`src/rtl/downcount_drain.sv`:
```
// Loadable WIDTH-bit down-counter that drains a loaded budget by unit decrements
// or variable subtractions. Build with DOWNCOUNT_SATURATE_EN to clamp q at 0 on underflow.
module downcount_drain #(
  parameter int WIDTH = 4
) (
  input  logic             clk,
  input  logic             nrst,
  input  logic             load,
  input  logic [WIDTH-1:0] d,
  input  logic             sub,
  input  logic [WIDTH-1:0] step,
  input  logic             en,
  output logic [WIDTH-1:0] q,
  output logic             zero,
  output logic             busy,
  output logic             done,
  output logic             borrow
);

  localparam logic [1:0] S_IDLE = 2'd0;
  localparam logic [1:0] S_RUN  = 2'd1;
  localparam logic [1:0] S_DONE = 2'd2;
  localparam logic [WIDTH-1:0] ONE = WIDTH'(1);

  logic [1:0]       r_state, w_state_nx;
  logic [WIDTH-1:0] r_q, w_q_nx;
  logic             r_borrow, w_borrow_nx;
  logic [WIDTH:0]   w_diff;
  logic [WIDTH-1:0] w_dec;

  // Extra MSB of the widened difference is the borrow out of q - step.
  assign w_diff = {1'b0, r_q} - {1'b0, step};
  assign w_dec  = r_q - ONE;

  always_comb begin
    w_state_nx  = r_state;
    w_q_nx      = r_q;
    w_borrow_nx = r_borrow;
    if (load) begin
      w_q_nx      = d;
      w_borrow_nx = 1'b0;
      w_state_nx  = (d != '0) ? S_RUN : S_IDLE;
    end else begin
      case (r_state)
        S_RUN: begin
          // step==0 needs no special case: q is nonzero in RUN, so q-0 just holds.
          if (sub) begin
            if (w_diff[WIDTH]) begin
              w_borrow_nx = 1'b1;
              w_state_nx  = S_DONE;
`ifdef DOWNCOUNT_SATURATE_EN
              w_q_nx      = '0;
`else
              w_q_nx      = w_diff[WIDTH-1:0];
`endif
            end else begin
              w_q_nx = w_diff[WIDTH-1:0];
              if (w_diff[WIDTH-1:0] == '0) w_state_nx = S_DONE;
            end
          end else if (en) begin
            w_q_nx = w_dec;
            if (w_dec == '0) w_state_nx = S_DONE;
          end
        end
        S_DONE:  w_state_nx = S_IDLE;
        S_IDLE:  w_state_nx = S_IDLE;
        default: w_state_nx = S_IDLE;
      endcase
    end
  end

  always_ff @(posedge clk or negedge nrst) begin
    if (!nrst) begin
      r_state  <= S_IDLE;
      r_q      <= '0;
      r_borrow <= 1'b0;
    end else begin
      r_state  <= w_state_nx;
      r_q      <= w_q_nx;
      r_borrow <= w_borrow_nx;
    end
  end

  assign q      = r_q;
  assign zero   = (r_q == '0);
  assign busy   = (r_state == S_RUN);
  assign done   = (r_state == S_DONE);
  assign borrow = r_borrow;

endmodule
```
`config.mk`:
```
export PLATFORM = sky130hd
export DESIGN_NAME = downcount_drain
export DESIGN_NICKNAME = d
export VERILOG_FILES = /design/src/rtl/downcount_drain.sv
export SDC_FILE = /design/constraint.sdc
export NUM_CORES = 1
export LEC_CHECK = 0
export CAP_MARGIN = 5
export CORE_MARGIN = 2
export CORE_UTILIZATION = 35
export CTS_CLUSTER_SIZE = 40
export DETAILED_ROUTE_END_ITERATION = 8
export PLACE_DENSITY_LB_ADDON = 0.05
export SLEW_MARGIN = 10
export SYNTH_ARGS = -nofsm -noshare
export SYNTH_HDL_FRONTEND = slang
export SYNTH_SLANG_ARGS = --single-unit
```
`constraint.sdc`:
```
create_clock -name clk -period 1.89 [get_ports clk]
set_input_delay 0.378 -clock clk [delete_from_list [all_inputs] [get_ports clk]]
set_output_delay 0.378 -clock clk [all_outputs]
set_load 0.05 [all_outputs]
```
==> metrics.txt <==
post-synth top area cell=dfrtp_1; Routed WL per cell=13.7 um; Pwr Density=about 800 nW/um^2; Worst EP arrival=roughly 2 ns; Synth Cell Area=roughly 680 um^2; Hold Crit Class=primary input to asynchronous set/reset pin; final hold slack=0.387 ns; clk root buf=clkbuf_4; Synth Flop Type=dfrtp_1; # diodes=0; top-area cell type share of the netlist area=25.9%; endpoint class of the critical path=flip-flop; Starting Density=38.4%; Slew HR=67.3%; worst setup margin=between 0.06 and 0.07 ns; Final Cell Area=around 1100 um^2; initial antenna violation count=0; Overall Global Routing Usage=18.7%; register area share after synthesis=25.9%; Mapped Cells=roughly 80; Reg2Reg Depth=7; Top delay family on crit path=adder cells; VDD IR-drop max=roughly 640 uV; async set-reset flop share out of synthesis=100%; via count of the first global-routing pass=~630; Synth Area per Inst=about 8.7 um^2; Synthesized Nets=98; EDFF count, synth=0; core area=about 1800 um^2; CTS max path bufs=2; I/O pin count=21; Crit Path Class=flip-flop to flip-flop; Skew-Pair Late Insertion Delay=between 0.2 and 0.3 ns; Overall Power=between 0.8 and 0.9 mW; CTS tree=yes; total gr overflow=0; Post-DP HPWL=1.42 mm; final std cells w/o fill=between 100 and 150; die height=approximately 48 um; Worst Path Required=about 2.1 ns; Slowest cell on crit path=fa_2; full die area=roughly 2300 um^2; Hold Buf Count CTS=0; synth warn=0; P_leak=between 0.4 and 0.5 nW; RR Startpoint=q[0]; Seq. cell area=approximately 180 um^2; Post-CTS Repair Setup Buffers=0; 1st-pass router iterations=2; remaining design rule violation count=0; Cell Rows=15; first-pass GRT wire length=2.86 mm; ANT nets after route=0; RSZ-0062 raised after global routing=no; GPL Wtd Cong=between 0.8 and 0.9; final worst-path cycle share=96.4%; status=completed; Placed Area=982 um^2; Cell Count Post-Placement=about 130; Slew Limit Fails=0; Critical Path Start Type=flip-flop; Setup WS pre-CTS=-0.399 ns; Max Cap Violations=0; synthesized flop and latch total=7; total number of vias=667; final setup TNS=0 ns; DR vias/cell=around 5.0; Layout fillers=approximately 180; FF-to-FF setup slack=roughly 0.067 ns; Tmin final=1.82 ns; CTS buffer count=3; FMAX=549 MHz; final clock skew=about 0.0037 ns; Setup Viol. Count Final=0; Buf+Inv Stages, Crit Path=1; Crit path largest cell delay=between 0.5 and 0.6 ns; PortBufs=20; Reg-to-Reg End=r_state[1]; Area Growth Syn to Fin=56.6%; Die W=48.0 um; share of layout cells above drive strength 1=36.1%; drt initial violations=17; drt total wl=1.83 mm; footprint of the multi-input gates=around 530 um^2; Synth area leaders=dfrtp_1 (26%), ha_1 (11%), o21ai_0 (4.4%); largest net degree at the start of global routing=12; H-tree Lvls=1; clk sinks=7; worst slew pin tran=a little under 0.5 ns; final core occ=between 60% and 70%; Cell Chain, Critical Path=inv_2, ha_4, fa_2, and4_1, nand2_1, mux2i_2, o21a_1; Critical Path Fanout Max=3; nets@finish=between 100 and 150; Crit path depth=7; Worst-path clk slew=0.05 ns; Unique masters post-synth=36; Final Hold Fails=0
-- power breakdown --
part | switching [mW] | internal (mW) | total (mW) | leakage, nW
logic | 0.291 | 0.232 | 0.523 | 0.359
registers | 0.0153 | 0.173 | 0.188 | 0.0841
clock network | 0.0593 | 0.0808 | 0.140 | 0.0150
-- final cells by class --
cell class / instances / share of cell area (%)
Clock buffer: 4 / 2.48
Inverter: 6 / 2.13
Multi-Input combinational cell: 62 / 49.6
Sequential cell: 7 / 16.8
Tap cell: 25 / 2.95
Timing Repair Buffer: 29 / 26.1
-- cell usage in the layout (no fill, tap or decap), types with 3 or more instances in the layout --
cell	n
buf_4	14
clkdlybuf4s50_1	11
nand2_1	6
nor2_1	5
o21ai_0	5
dfrtp_1	5
nor2b_1	4
inv_1	3
inv_2	3
ha_1	3
clkbuf_4	3
-- cells by family (layout without fill, tap and decap cells) --
kind of cell / count (synthesis) / count (layout) / synth area share [%]
buffers and inverters: 9 / 39 / 5.36
muxes: 4 / 4 / 6.28
xor gates and xnor gates: 3 / 3 / 3.88
AOI/OAI and AO/OA: 17 / 17 / 17.2
adders and majority gates: 7 / 7 / 14.0
and+or+nand+nor: 31 / 31 / 27.4
DFF: 7 / 7 / 25.9
-- Yosys cell counts (2+ instances only) --
cell      instances
a31oi_1           2
dfrtp_1           7
a21oi_1           2
nand4_1           2
nor2b_1           4
ha_1              6
inv_1             5
nor3b_1           2
o41ai_1           2
mux2_2            2
nor2_1            5
mux2i_1           2
o21ai_0           6
nand3b_1          2
xor2_1            2
nor3_1            2
nand2_1           6
-- state kept, by name, summed over array words and instances (netlist names) --
name / flops
q: 4
r_state: 2
borrow: 1
-- how the worst max path moves through the flow --
stage	startpoint	endpoint	slack [ns]
after detailed placement	step[0]	r_state[1]	-0.40
after floorplan	q[0]	r_state[0]	-0.06
after global routing	q[0]	r_state[1]	0.002
after CTS	q[1]	zero	0.004
final	q[0]	r_state[1]	0.07
after global placement	step[0]	r_state[1]	-0.37
-- timing repair --
action	in CTS	in global routing
setup endpoints to repair	3	4
pin swaps	4	4
gates resized for setup	3	8
-- layer usage --
layer / global-route usage (%) / up-vias / wire length, um
met5: 0 / - / 0
met4: 3.24 / 0 / 0
li1: - / 339 / -
met3: 7.92 / 0 / 81
met2: 28.8 / 14 / 897
met1: 24.8 / 314 / 846
Power figures use the tool's default switching activity.
